<file path="src/rtl/audio_sd_dac.sv">
// audio_sd_dac: sample FIFO feeding a first-order sigma-delta modulator that
// produces a 1-bit pulse-density bitstream for an RC-filtered audio pin.
module audio_sd_dac #(
    parameter int unsigned SAMPLE_W   = 8,
    parameter int unsigned FIFO_DEPTH = 4,
    parameter int unsigned RATE_DIV   = 64
) (
    input  logic                          clk,
    input  logic                          rst_n,
    input  logic                          enable,
    input  logic [SAMPLE_W-1:0]           sample_in,
    input  logic                          sample_valid,
    output logic                          sample_ready,
    output logic [$clog2(FIFO_DEPTH):0]   fifo_level,
    output logic                          underflow,
    input  logic                          underflow_clr,
    output logic                          pdm_out
);

    localparam int unsigned PTR_W = $clog2(FIFO_DEPTH);
    localparam int unsigned LVL_W = PTR_W + 1;
    localparam int unsigned CNT_W = $clog2(RATE_DIV);

    logic [SAMPLE_W-1:0] mem [FIFO_DEPTH];
    logic [PTR_W-1:0]    wr_ptr;
    logic [PTR_W-1:0]    rd_ptr;
    logic [CNT_W-1:0]    rate_cnt;
    logic [SAMPLE_W-1:0] cur;
    logic [SAMPLE_W-1:0] acc;

    logic                push_c;
    logic                wrap_c;
    logic                pop_c;
    logic                empty_pop_c;
    logic [LVL_W-1:0]    level_nxt_c;
    logic [SAMPLE_W:0]   sum_c;

    // Handshake, pop timing, next level and modulator sum.
    always_comb begin
        push_c      = 1'b0;
        wrap_c      = 1'b0;
        pop_c       = 1'b0;
        empty_pop_c = 1'b0;
        level_nxt_c = fifo_level;
        sum_c       = '0;

        push_c      = sample_valid && sample_ready;
        wrap_c      = enable && (rate_cnt == CNT_W'(RATE_DIV - 1));
        pop_c       = wrap_c && (fifo_level != '0);
        empty_pop_c = wrap_c && (fifo_level == '0);
        level_nxt_c = fifo_level + LVL_W'(push_c) - LVL_W'(pop_c);
        sum_c       = {1'b0, acc} + {1'b0, cur};
    end

    // Sample storage; contents need no reset since the level gates reads.
    always_ff @(posedge clk) begin
        if (push_c) begin
            mem[wr_ptr] <= sample_in;
        end
    end

    // FIFO pointers, level, ready flag and current sample register.
    always_ff @(posedge clk or negedge rst_n) begin
        if (!rst_n) begin
            wr_ptr       <= '0;
            rd_ptr       <= '0;
            fifo_level   <= '0;
            sample_ready <= 1'b1;
            cur          <= '0;
        end else begin
            if (push_c) begin
                wr_ptr <= wr_ptr + PTR_W'(1);
            end
            if (pop_c) begin
                rd_ptr <= rd_ptr + PTR_W'(1);
                cur    <= mem[rd_ptr];
            end
            fifo_level   <= level_nxt_c;
            sample_ready <= (level_nxt_c != LVL_W'(FIFO_DEPTH));
        end
    end

    // Consumption rate counter; held at zero while disabled.
    always_ff @(posedge clk or negedge rst_n) begin
        if (!rst_n) begin
            rate_cnt <= '0;
        end else if (!enable || wrap_c) begin
            rate_cnt <= '0;
        end else begin
            rate_cnt <= rate_cnt + CNT_W'(1);
        end
    end

    // Sticky starvation flag; a new empty pop beats a simultaneous clear.
    always_ff @(posedge clk or negedge rst_n) begin
        if (!rst_n) begin
            underflow <= 1'b0;
        end else if (empty_pop_c) begin
            underflow <= 1'b1;
        end else if (underflow_clr) begin
            underflow <= 1'b0;
        end
    end

    // First-order sigma-delta: the accumulator carry is the output bit.
    always_ff @(posedge clk or negedge rst_n) begin
        if (!rst_n) begin
            acc     <= '0;
            pdm_out <= 1'b0;
        end else if (!enable) begin
            acc     <= '0;
            pdm_out <= 1'b0;
        end else begin
            acc     <= sum_c[SAMPLE_W-1:0];
            pdm_out <= sum_c[SAMPLE_W];
        end
    end

endmodule

</file>
<file path="config.mk">
export PLATFORM = sky130hd
export DESIGN_NAME = audio_sd_dac
export DESIGN_NICKNAME = d
export VERILOG_FILES = /design/src/rtl/audio_sd_dac.sv
export SDC_FILE = /design/constraint.sdc
export NUM_CORES = 1
export LEC_CHECK = 0
export CORE_UTILIZATION = 55
export DETAILED_ROUTE_END_ITERATION = 12
export DONT_BUFFER_PORTS = 1
export GPL_ROUTABILITY_DRIVEN = 0
export PLACE_DENSITY = 0.77
export SLEW_MARGIN = 5
export SYNTH_ARGS = -nofsm -noshare
export SYNTH_HDL_FRONTEND = slang
export SYNTH_SLANG_ARGS = --single-unit
</file>
<file path="constraint.sdc">
create_clock -name clk -period 3.1 [get_ports clk]
set_input_delay 0.62 -clock clk [delete_from_list [all_inputs] [get_ports clk]]
set_output_delay 0.62 -clock clk [all_outputs]
set_load 0.02 [all_outputs]
</file>
==> results of run 1 <==
## report_power, final
group	switching (mW)	internal (mW)	leakage, nW
Combinational	0.132	0.109	0.498
Clock	0.310	0.691	0.139
Sequential	0.0984	1.03	0.720
## routing by layer
metal	GRT usage [%]	part of all wire [%]
met1	24.6	42
met2	31.8	51
met3	7.87	4.8
met4	9.37	1.7
met5	0	0
## cells in the mapped netlist (2+ instances only)
library cell	count	area, um^2
a21o_1	3	22.5
a21oi_1	3	15.0
and2_1	7	43.8
and3_1	5	31.3
dfrtp_1	31	776
edfxtp_1	32	961
fa_1	2	40.0
ha_1	15	188
inv_1	10	37.5
mux2_2	9	101
mux4_2	8	180
nand2_1	7	26.3
nand3_1	6	30.0
nor2_1	7	26.3
nor3_1	2	10.0
o21ai_0	3	15.0
xnor2_1	8	70.1
xor2_1	4	35.0
## per-stage QoR
stage	util, %	hold slack (ns)	power [mW]	area (um^2)	setup WS, ns
floorplan	-	0.324	1.31	2780	0.612
global placement	59.4	0.325	1.35	2840	0.719
detailed placement	59.4	0.326	1.38	2840	0.529
CTS	65.7	0.103	2.38	3150	0.547
global route	65.7	0.0950	2.46	3150	0.432
finish	65.7	0.0958	2.37	3150	0.578
## registers in the layout, indices dropped and copies added (netlist names)
name and cells:
wr_ptr 2, underflow 1, rate_cnt 6, rd_ptr 2, mem 32, sample_ready 1
fifo_level 3, acc 8, pdm_out 1, cur 8
## cells by family after synthesis
kind of cell	Yosys count	synth area share (%)
buffers and inverters	14	2.30
and+or+nand+nor	41	8.11
DFF	64	63.4
muxes	17	10.1
adders and majority gates	17	8.19
xor gates and xnor gates	12	3.78
AOI/OAI and AO/OA	16	4.05
## area by class of cell
| class | count | area share, % |
|---|---|---|
| clock buffer | 9 | 3.94 |
| tap | 67 | 2.67 |
| inverter | 10 | 1.19 |
| sequential | 64 | 56.0 |
| clock inverter | 7 | 5.01 |
| timing repair buffer | 2 | 0.875 |
| multi-input combinational | 103 | 30.3 |
## critical path: cells and delay by family, from the launching register on
kind                     cells  cell delay, ns
buffers and inverters        2            0.11
AND/OR/NAND/NOR              3            0.62
XOR/XNOR                     2            0.36
flip-flops                   1            0.39
adder cells (fa/ha/maj)      4            0.99
## worst min path at each step
stage                               to  slack (ns)  depth (start not counted)
floorplan             acc[0]$_DFF_PN0_        0.32                          0
global placement      acc[1]$_DFF_PN0_        0.33                          0
detailed placement    acc[1]$_DFF_PN0_        0.33                          0
CTS                 cur[3]$_DFFE_PN0P_        0.10                          1
global route          acc[1]$_DFF_PN0_         0.1                          1
finish                acc[1]$_DFF_PN0_         0.1                          1
==> results_tabular.tex, run 1 <==
\begin{tabular}{lr}
\hline
Metric & Value \\
\hline
\multicolumn{2}{l}{\textbf{Logic synthesis}} \\
Flip-flop cell with the highest count after synthesis & edfxtp\_1 \\
Mean post-synth cell area & 15.4 um\^{}2 \\
Number of synthesized flops with an enable pin & 32 \\
Unique cell type count in the Yosys netlist & 37 \\
Proportion of register bits with asynchronous set or reset after synthesis & 50.0\% \\
Syn\_nets & 211 \\
Sequential fraction of the synthesis area & 63.4\% \\
Post-synthesis cell area & 2780 um\^{}2 \\
Flop and latch count out of synthesis & 64 \\
Yosys synthesis warning count & 0 \\
Syn Inst Count & 181 \\
\multicolumn{2}{l}{\textbf{Setup path}} \\
Worst-case register-to-register setup slack & 0.58 ns \\
End point of the critical path & sample\_ready\$\_DFF\_PN1\_ \\
CP Class & reg2reg \\
R2r worst-path depth & 11 \\
Critical path fanouts, max & 4 \\
Worst setup path startpoint & rate\_cnt[0]\$\_DFF\_PN0\_ \\
Required arrival time at the worst endpoint & 3.37 ns \\
Worst Path Arrival & 2.79 ns \\
Kind of end point of the critical path & flop \\
Critical path, cell by cell & ha\_1 > nand3\_1 > nor4b\_2 > ha\_1 > inv\_1 > ha\_1 > inv\_1 > fa\_1 > xnor2\_1 > xnor2\_1 > nand3b\_1 \\
R2R Path Start & rate\_cnt[0]\$\_DFF\_PN0\_ \\
Largest stage delay on the critical path & 0.39 ns \\
Critical path's slowest cell & dfrtp\_1 \\
Destination of the worst register-to-register timing path & sample\_ready\$\_DFF\_PN1\_ \\
Cell repeated most along the worst path & ha\_1 \\
Startpoint type of the worst setup path & flop \\
\multicolumn{2}{l}{\textbf{Layout}} \\
Layout cells sized above 1 & 18.5\% \\
Most common library cell in the layout ignoring fill and taps & edfxtp\_1 \\
Number of diodes & 0 \\
Register area & 1760 um\^{}2 \\
Number of standard cells in the final layout excluding fillers & 262 \\
Area added between synthesis and finish & 13.2\% \\
Multi-input combinational cell area & 952 um\^{}2 \\
Number of nets in the layout & 220 \\
Filler Cell Count & 337 \\
Top library cells by usage in the layout, fill and taps aside & edfxtp\_1, dfrtp\_1, ha\_1 \\
\multicolumn{2}{l}{\textbf{STA}} \\
Worst slew margin relative to its limit & 60.0\% \\
Max Clk Rate & 0.396 GHz \\
Final-layout setup total negative slack & 0 ns \\
Worst clock skew & 0.00588 ns \\
Ratio of final minimum period to clock period & 81.4\% \\
RSZ-0062 raised after global routing & no \\
Final Setup Violations & 0 \\
Final critical path time including I/O delays and setup & 2.52 ns \\
Slew Limit Fails & 0 \\
Count of final hold-check violations & 0 \\
Measured slew at the worst slew-check pin & 0.599 ns \\
\multicolumn{2}{l}{\textbf{Power and ir drop}} \\
Maximum VDD drop & 0.000436 V \\
Static power due to leakage & 1.36 nW \\
Pwr dens & 753 nW/um\^{}2 \\
\multicolumn{2}{l}{\textbf{GRT}} \\
First-pass GRT wire length & 7600 um \\
Largest net degree at the start of global routing & 32 \\
Vias in the first global route & 1,581 \\
Gr ovfl total & 0 \\
Total global routing track utilization & 20.2\% \\
Number of antenna violations at the first check in global routing & 0 \\
\multicolumn{2}{l}{\textbf{Floorplan}} \\
Floorplan die width & 73.1 um \\
Ports placed on the boundary & 19 \\
Cell Rows & 25 \\
DIE AREA & 5340 um\^{}2 \\
Initial standard-cell utilization of the core & 58.1\% \\
Vertical die dimension & 73.1 um \\
Core region area & 4790 um\^{}2 \\
\multicolumn{2}{l}{\textbf{Route}} \\
Antenna-violating nets left & 0 \\
Final routed DRC violation total & 0 \\
Drt via density & 5.63 \\
Total Wirelength & 4620 um \\
Detailed-route via count & 1,474 \\
Count of routing violations after the opening detailed-route iteration & 86 \\
Detailed Routing Iterations Pass 1 & 4 \\
Wirelength per Cell & 17.6 um \\
\multicolumn{2}{l}{\textbf{CTS}} \\
Clock latency of the later-clocked register in the worst-skew pair & 0.34 ns \\
Number of buffers created by CTS & 9 \\
Clock transition time at the flip-flop clock pins of the worst setup and hold paths & 0.07 ns \\
Clock sinks & 64 \\
Clock tree from TritonCTS & done \\
Buffers from clock root to sink, at most & 2 \\
Root Driver & clkbuf\_8 \\
Total setup buffers inserted after CTS & 0 \\
Maximum level of the CTS H-tree & 3 \\
Hold buffers post-CTS & 1 \\
Post-cts sizing count & 0 \\
\multicolumn{2}{l}{\textbf{Status}} \\
Run status & complete, no violations \\
\multicolumn{2}{l}{\textbf{Job}} \\
Max-cap viol count & 0 \\
\multicolumn{2}{l}{\textbf{Hold path}} \\
Path class of the lowest-slack min-delay path & in2async \\
\multicolumn{2}{l}{\textbf{Placed design}} \\
DP Cell Count & 245 \\
Count of input and output buffers & 0 \\
Half-perimeter wire length after placement & 3080 um \\
\hline
\end{tabular}
No activity file was read; power rests on OpenSTA's default activity.
==> run 2: changes to the inputs <==
--- a/config.mk
+++ b/config.mk
@@ -9,7 +9,7 @@
 export DETAILED_ROUTE_END_ITERATION = 12
 export DONT_BUFFER_PORTS = 1
 export GPL_ROUTABILITY_DRIVEN = 0
-export PLACE_DENSITY = 0.77
+export PLACE_DENSITY = 0.8
 export SLEW_MARGIN = 5
 export SYNTH_ARGS = -nofsm -noshare
 export SYNTH_HDL_FRONTEND = slang
==> constraint.sdc (replaced) <==
create_clock -name clk -period 2.3 [get_ports clk]
set_input_delay 0.46 -clock clk [delete_from_list [all_inputs] [get_ports clk]]
set_output_delay 0.46 -clock clk [all_outputs]
set_load 0.02 [all_outputs]
==> run 2 against run 1 <==
Effect of this change:
- first-iteration DRC count grew 35%
- cell count increased by 3.8%
- count of clock-buffer cells in the layout unchanged
==> results_tabular.tex, run 2 (synthesis results as in run 1) <==
\begin{tabular}{lr}
\hline
Metric & Value \\
\hline
\multicolumn{2}{l}{\textbf{Layout}} \\
Top library cells by usage in the layout, fill and taps aside & edfxtp\_1, dfrtp\_1, ha\_1 (unchanged) \\
Largest registers ranked by flip-flop count & mem (32), acc (8), cur (8) (unchanged) \\
Number of diodes & 0 (unchanged) \\
Most common library cell in the layout ignoring fill and taps & edfxtp\_1 (unchanged) \\
Number of flip-flops in the largest register & 32 (unchanged) \\
Number of standard cells in the final layout excluding fillers & 272 (was 262) \\
Area added between synthesis and finish & 16.8\% (was 13.2\%) \\
Number of nets in the layout & 230 (was 220) \\
Layout cells sized above 1 & 29.3\% (was 18.5\%) \\
Register ranked first by flip-flop count & mem (unchanged) \\
Filler Cell Count & 297 (was 337) \\
\multicolumn{2}{l}{\textbf{Setup path}} \\
Worst path bufs/invs & 2 (unchanged) \\
Critical path's slowest cell & dfrtp\_1 (unchanged) \\
Largest stage delay on the critical path & 0.41 ns (was 0.39 ns) \\
Worst Path Arrival & 2.54 ns (was 2.79 ns) \\
Critical path fanouts, max & 2 (was 4) \\
CP Class & reg2reg (unchanged) \\
Cell repeated most along the worst path & ha\_4 (was ha\_1) \\
Largest delay contributor family on the critical path & adder cells (unchanged) \\
Kind of end point of the critical path & flop (unchanged) \\
Critical path, cell by cell & ha\_4 > nand3\_4 > nor4b\_4 > ha\_4 > inv\_2 > ha\_4 > inv\_2 > fa\_2 > xnor2\_2 > xnor2\_2 > nand3b\_1 (was ha\_1 > nand3\_1 > nor4b\_2 > ha\_1 > inv\_1 > ha\_1 > inv\_1 > fa\_1 > xnor2\_1 > xnor2\_1 > nand3b\_1) \\
Startpoint type of the worst setup path & flop (unchanged) \\
Required arrival time at the worst endpoint & 2.55 ns (was 3.37 ns) \\
\multicolumn{2}{l}{\textbf{Power and ir drop}} \\
Static power due to leakage & 1.39 nW (was 1.36 nW) \\
Maximum VDD drop & 0.000843 V (was 0.000436 V) \\
Sum of internal, switching and leakage power & 3.04 mW (was 2.37 mW) \\
Pwr dens & 936 nW/um\^{}2 (was 753 nW/um\^{}2) \\
\multicolumn{2}{l}{\textbf{CTS}} \\
Buffers from clock root to sink, at most & 2 (unchanged) \\
Root Driver & clkbuf\_8 (unchanged) \\
Maximum level of the CTS H-tree & 3 (unchanged) \\
Clock transition time at the flip-flop clock pins of the worst setup and hold paths & 0.08 ns (was 0.07 ns) \\
Clock sinks & 64 (unchanged) \\
Clock tree from TritonCTS & done (unchanged) \\
Number of buffers created by CTS & 9 (unchanged) \\
Clock latency of the later-clocked register in the worst-skew pair & 0.33 ns (was 0.34 ns) \\
\multicolumn{2}{l}{\textbf{Route}} \\
Drt via density & 5.43 (was 5.63) \\
Met2 wirelength from detailed routing & 2380 um (was 2360 um) \\
Wirelength per Cell & 16.8 um (was 17.6 um) \\
Antenna-violating nets left & 0 (unchanged) \\
Met3 wire length & 225 um (was 220 um) \\
Final routed DRC violation total & 0 (unchanged) \\
Highest Signal Layer & met4 (unchanged) \\
Detailed-routing wirelength on met1 & 1920 um (was 1960 um) \\
Detailed Routing Iterations Pass 1 & 4 (unchanged) \\
Total Wirelength & 4580 um (was 4620 um) \\
Count of routing violations after the opening detailed-route iteration & 116 (was 86) \\
Detailed-route via count & 1,478 (was 1,474) \\
\multicolumn{2}{l}{\textbf{Placed design}} \\
Worst slack after detailed placement & -0.0600 ns (was 0.529 ns) \\
DP Cell Count & 249 (was 245) \\
Half-perimeter wire length after placement & 3270 um (was 3080 um) \\
Count of input and output buffers & 0 (unchanged) \\
\multicolumn{2}{l}{\textbf{STA}} \\
Measured slew at the worst slew-check pin & 0.553 ns (was 0.599 ns) \\
Final Setup Violations & 0 (unchanged) \\
Final-layout setup total negative slack & 0 ns (unchanged) \\
Worst clock skew & 0.00984 ns (was 0.00588 ns) \\
Max Clk Rate & 0.437 GHz (was 0.396 GHz) \\
Slew Limit Fails & 0 (unchanged) \\
Worst slew margin relative to its limit & 63.1\% (was 60.0\%) \\
Final critical-path setup slack & 0.0105 ns (was 0.578 ns) \\
Ratio of final minimum period to clock period & 99.5\% (was 81.4\%) \\
Final critical path time including I/O delays and setup & 2.29 ns (was 2.52 ns) \\
RSZ-0062 raised after global routing & yes (was no) \\
Count of final hold-check violations & 0 (unchanged) \\
\multicolumn{2}{l}{\textbf{Job}} \\
Max-cap viol count & 0 (unchanged) \\
\multicolumn{2}{l}{\textbf{GRT}} \\
Largest net degree at the start of global routing & 33 (was 32) \\
Gr ovfl total & 0 (unchanged) \\
First-pass GRT wire length & 7770 um (was 7600 um) \\
Vias in the first global route & 1,610 (was 1,581) \\
Total global routing track utilization & 20.4\% (was 20.2\%) \\
Number of antenna violations at the first check in global routing & 0 (unchanged) \\
\multicolumn{2}{l}{\textbf{Status}} \\
Run status & complete, no violations (unchanged) \\
\multicolumn{2}{l}{\textbf{Floorplan}} \\
Cell Rows & 25 (unchanged) \\
Floorplan die width & 73.1 um (unchanged) \\
Ports placed on the boundary & 19 (unchanged) \\
DIE AREA & 5340 um\^{}2 (unchanged) \\
Core region area & 4790 um\^{}2 (unchanged) \\
Initial standard-cell utilization of the core & 58.1\% (unchanged) \\
Vertical die dimension & 73.1 um (unchanged) \\
\multicolumn{2}{l}{\textbf{Hold path}} \\
Path class of the lowest-slack min-delay path & in2reg (was in2async) \\
\hline
\end{tabular}
run 2: worst paths after layout:
| path | startpoint | endpoint | slack (ns) | cells past startpoint |
|---|---|---|---|---|
| min in group asynchronous | rst_n | acc[2]$_DFF_PN0_ | 0.56 | 2 |
| max | rate_cnt[0]$_DFF_PN0_ | sample_ready$_DFF_PN1_ | 0.01 | 11 |
| max in group asynchronous | rst_n | sample_ready$_DFF_PN1_ | 1.48 | 2 |
| min reg2reg | cur[0]$_DFFE_PN0P_ | cur[0]$_DFFE_PN0P_ | 0.52 | 1 |
| min | sample_in[0] | mem[0][0]$_DFFE_PP_ | 0.22 | 0 |
| max reg2reg | rate_cnt[0]$_DFF_PN0_ | sample_ready$_DFF_PN1_ | 0.01 | 11 |
run 2: per-layer routing:
metal  track usage [%]  up-vias
met5                 0        -
met4              7.19        0
li1                  -      708
met1              25.7      727
met3              7.18        5
met2              33.0       38
run 2: layout make-up:
type                    instances  area (um^2)  share of cell area (%)
multi-input cells             103         1030                    31.8
inverters                      10         37.5                    1.16
flip-flops and latches         64         1770                    54.4
clock buffers                   9          124                    3.82
repair buffers                 12          105                    3.24
well taps                      67         83.8                    2.58
clock inverters                 7         96.3                    2.97
run 2: where the power goes:
group          internal [mW]  leakage (nW)  total (mW)  switching, mW
clock network          0.611         0.113        1.04          0.424
logic                  0.244         0.559       0.537          0.293
registers               1.39         0.717        1.47         0.0780
total                   2.24          1.39        3.04          0.795
run 2: repair_timing:
action	4_1_cts	5_1_grt
gates resized for setup	0	1
endpoints found under the hold margin	32	0
buffers inserted	4	1
hold buffers	2	0
endpoints found under the setup margin	2	2
pin swaps	7	1
run 2: metrics by stage:
stage | hold slack [ns] | cell area [um^2] | utilization [%]
floorplan | 0.164 | 2860 | -
global placement | 0.166 | 2950 | 61.7
detailed placement | 0.165 | 2950 | 61.7
CTS | 0.206 | 3230 | 67.5
global route | 0.196 | 3250 | 67.8
finish | 0.216 | 3250 | 67.8
==> run 3: changes to the inputs <==
--- a/config.mk
+++ b/config.mk
@@ -9,8 +9,7 @@
 export DETAILED_ROUTE_END_ITERATION = 12
 export DONT_BUFFER_PORTS = 1
 export GPL_ROUTABILITY_DRIVEN = 0
-export PLACE_DENSITY = 0.8
-export SLEW_MARGIN = 5
+export PLACE_DENSITY = 0.77
 export SYNTH_ARGS = -nofsm -noshare
 export SYNTH_HDL_FRONTEND = slang
 export SYNTH_SLANG_ARGS = --single-unit
==> constraint.sdc (replaced) <==
create_clock -name clk -period 2.2 [get_ports clk]
set_input_delay 0.44 -clock clk [delete_from_list [all_inputs] [get_ports clk]]
set_output_delay 0.44 -clock clk [all_outputs]
set_load 0.02 [all_outputs]
==> run 3 against run 2 <==
Effect of this change:
- the run now ends with setup timing left
- sequential power grew 5%
- cell count rose by 0.74%
- worst hold slack got worse by 0.025 ns
- largest cell class unchanged
- largest power group unchanged
==> results_tabular.tex, run 3 (synthesis results as in run 1) <==
\begin{tabular}{lr}
\hline
Metric & Value \\
\hline
\multicolumn{2}{l}{\textbf{GRT}} \\
Largest net degree at the start of global routing & 33 (unchanged) \\
Vias in the first global route & 1,644 (was 1,610) \\
Total global routing track utilization & 21.2\% (was 20.4\%) \\
Gr ovfl total & 0 (unchanged) \\
Number of antenna violations at the first check in global routing & 0 (unchanged) \\
First-pass GRT wire length & 7910 um (was 7770 um) \\
\multicolumn{2}{l}{\textbf{Power and ir drop}} \\
Pwr dens & 982 nW/um\^{}2 (was 936 nW/um\^{}2) \\
Sum of internal, switching and leakage power & 3.21 mW (was 3.04 mW) \\
Maximum VDD drop & 0.000750 V (was 0.000843 V) \\
Static power due to leakage & 1.40 nW (was 1.39 nW) \\
\multicolumn{2}{l}{\textbf{Route}} \\
Total Wirelength & 4860 um (was 4580 um) \\
Drt via density & 5.75 (was 5.43) \\
Antenna-violating nets left & 0 (unchanged) \\
Wirelength per Cell & 17.7 um (was 16.8 um) \\
Detailed Routing Iterations Pass 1 & 4 (unchanged) \\
Detailed-route via count & 1,576 (was 1,478) \\
Final routed DRC violation total & 0 (unchanged) \\
Count of routing violations after the opening detailed-route iteration & 131 (was 116) \\
\multicolumn{2}{l}{\textbf{CTS}} \\
Root Driver & clkbuf\_8 (unchanged) \\
Maximum level of the CTS H-tree & 3 (unchanged) \\
Clock sinks & 64 (unchanged) \\
Clock latency of the later-clocked register in the worst-skew pair & 0.34 ns (was 0.33 ns) \\
Number of buffers created by CTS & 9 (unchanged) \\
Clock transition time at the flip-flop clock pins of the worst setup and hold paths & 0.07 ns (was 0.08 ns) \\
Clock tree from TritonCTS & done (unchanged) \\
Buffers from clock root to sink, at most & 2 (unchanged) \\
\multicolumn{2}{l}{\textbf{STA}} \\
Max Clk Rate & 0.449 GHz (was 0.437 GHz) \\
Count of final hold-check violations & 0 (unchanged) \\
Final critical path time including I/O delays and setup & 2.23 ns (was 2.29 ns) \\
Final critical-path setup slack & -0.0254 ns (was 0.0105 ns) \\
Worst slew margin relative to its limit & 61.2\% (was 63.1\%) \\
Slew Limit Fails & 0 (unchanged) \\
Ratio of final minimum period to clock period & 101\% (was 99.5\%) \\
Final-layout setup total negative slack & -0.0254 ns (was 0 ns) \\
RSZ-0062 raised after global routing & yes (unchanged) \\
Measured slew at the worst slew-check pin & 0.582 ns (was 0.553 ns) \\
Final Setup Violations & 1 (was 0) \\
Worst clock skew & 0.00698 ns (was 0.00984 ns) \\
\multicolumn{2}{l}{\textbf{Setup path}} \\
Largest stage delay on the critical path & 0.40 ns (was 0.41 ns) \\
Critical path, cell by cell & ha\_4 > nand3\_4 > nor4b\_4 > ha\_4 > inv\_2 > ha\_4 > inv\_2 > fa\_2 > xnor2\_2 > xnor2\_2 > nand3b\_1 (unchanged) \\
Required arrival time at the worst endpoint & 2.47 ns (was 2.55 ns) \\
Critical path fanouts, max & 2 (unchanged) \\
Startpoint type of the worst setup path & flop (unchanged) \\
Cell repeated most along the worst path & ha\_4 (unchanged) \\
Largest delay contributor family on the critical path & adder cells (unchanged) \\
CP Class & reg2reg (unchanged) \\
Worst path bufs/invs & 2 (unchanged) \\
Worst Path Arrival & 2.49 ns (was 2.54 ns) \\
Kind of end point of the critical path & flop (unchanged) \\
Critical path's slowest cell & dfrtp\_1 (unchanged) \\
\multicolumn{2}{l}{\textbf{Layout}} \\
Number of standard cells in the final layout excluding fillers & 274 (was 272) \\
Multi-input combinational cell area & 1030 um\^{}2 (unchanged) \\
Number of flip-flops in the largest register & 32 (unchanged) \\
Largest registers ranked by flip-flop count & mem (32), acc (8), cur (8) (unchanged) \\
Area added between synthesis and finish & 17.6\% (was 16.8\%) \\
Register area & 1770 um\^{}2 (unchanged) \\
Filler Cell Count & 289 (was 297) \\
Number of nets in the layout & 232 (was 230) \\
Most common library cell in the layout ignoring fill and taps & edfxtp\_1 (unchanged) \\
Register ranked first by flip-flop count & mem (unchanged) \\
Layout cells sized above 1 & 30.0\% (was 29.3\%) \\
Number of diodes & 0 (unchanged) \\
Top library cells by usage in the layout, fill and taps aside & edfxtp\_1, dfrtp\_1, ha\_1, buf\_4 (was edfxtp\_1, dfrtp\_1, ha\_1) \\
\multicolumn{2}{l}{\textbf{Floorplan}} \\
Vertical die dimension & 73.1 um (unchanged) \\
DIE AREA & 5340 um\^{}2 (unchanged) \\
Core region area & 4790 um\^{}2 (unchanged) \\
Initial standard-cell utilization of the core & 58.1\% (unchanged) \\
Ports placed on the boundary & 19 (unchanged) \\
Cell Rows & 25 (unchanged) \\
Floorplan die width & 73.1 um (unchanged) \\
\multicolumn{2}{l}{\textbf{Status}} \\
Run status & complete, but fails checks (was complete, no violations) \\
Violated checks & setup timing \\
\multicolumn{2}{l}{\textbf{Job}} \\
Max-cap viol count & 0 (unchanged) \\
\multicolumn{2}{l}{\textbf{Hold path}} \\
Path class of the lowest-slack min-delay path & in2reg (unchanged) \\
\multicolumn{2}{l}{\textbf{Placed design}} \\
Half-perimeter wire length after placement & 3350 um (was 3270 um) \\
Count of input and output buffers & 0 (unchanged) \\
Worst slack after detailed placement & -0.170 ns (was -0.0600 ns) \\
DP Cell Count & 252 (was 249) \\
\hline
\end{tabular}
run 3: path summary, 6_finish.rpt:
| check | start | slack, ns | cells past startpoint | end |
|---|---|---|---|---|
| setup / recovery | rate_cnt[0]$_DFF_PN0_ | -0.03 | 11 | sample_ready$_DFF_PN1_ |
| hold / removal | sample_in[2] | 0.19 | 0 | mem[3][2]$_DFFE_PP_ |
| setup reg to reg | rate_cnt[0]$_DFF_PN0_ | -0.03 | 11 | sample_ready$_DFF_PN1_ |
| hold reg to reg | cur[0]$_DFFE_PN0P_ | 0.54 | 1 | cur[0]$_DFFE_PN0P_ |
| max in group asynchronous | rst_n | 1.42 | 2 | sample_ready$_DFF_PN1_ |
| min in group asynchronous | rst_n | 0.54 | 2 | acc[7]$_DFF_PN0_ |
run 3: metal layers:
metal | part of all wire [%] | GRT usage [%]
met5 | 0 | 0
met4 | 2.4 | 11.8
met3 | 5.4 | 6.91
met2 | 51 | 35.5
met1 | 41 | 24.0
run 3: final cells by class:
| class | count | area share, % |
|---|---|---|
| flip-flops and latches | 64 | 54.0 |
| multi-input cells | 103 | 31.6 |
| clock buffers | 9 | 3.79 |
| repair buffers | 14 | 3.67 |
| clock inverters | 7 | 3.18 |
| well taps | 67 | 2.56 |
| inverters | 10 | 1.15 |
run 3: metrics by stage:
| stage | utilization, % | instance area, um^2 | hold slack, ns |
|---|---|---|---|
| floorplan | - | 2860 | 0.144 |
| global placement | 62.1 | 2970 | 0.145 |
| detailed placement | 62.1 | 2970 | 0.146 |
| CTS | 68.0 | 3250 | 0.171 |
| global route | 68.3 | 3270 | 0.171 |
| finish | 68.3 | 3270 | 0.191 |
run 3: power breakdown:
group	total, mW	leakage [nW]	switching (mW)	internal (mW)
Combinational	0.546	0.569	0.293	0.253
Sequential	1.54	0.717	0.0833	1.45
Clock	1.13	0.114	0.478	0.651
Total	3.21	1.40	0.854	2.36
run 3: what timing repair did:
action                                  4_1_cts  5_1_grt
hold endpoints to repair                     32        0
setup buffers                                 3        1
endpoints found under the setup margin        2        2
resized for setup                             0        1
pin swaps                                     7        1
hold buffers                                  2        0
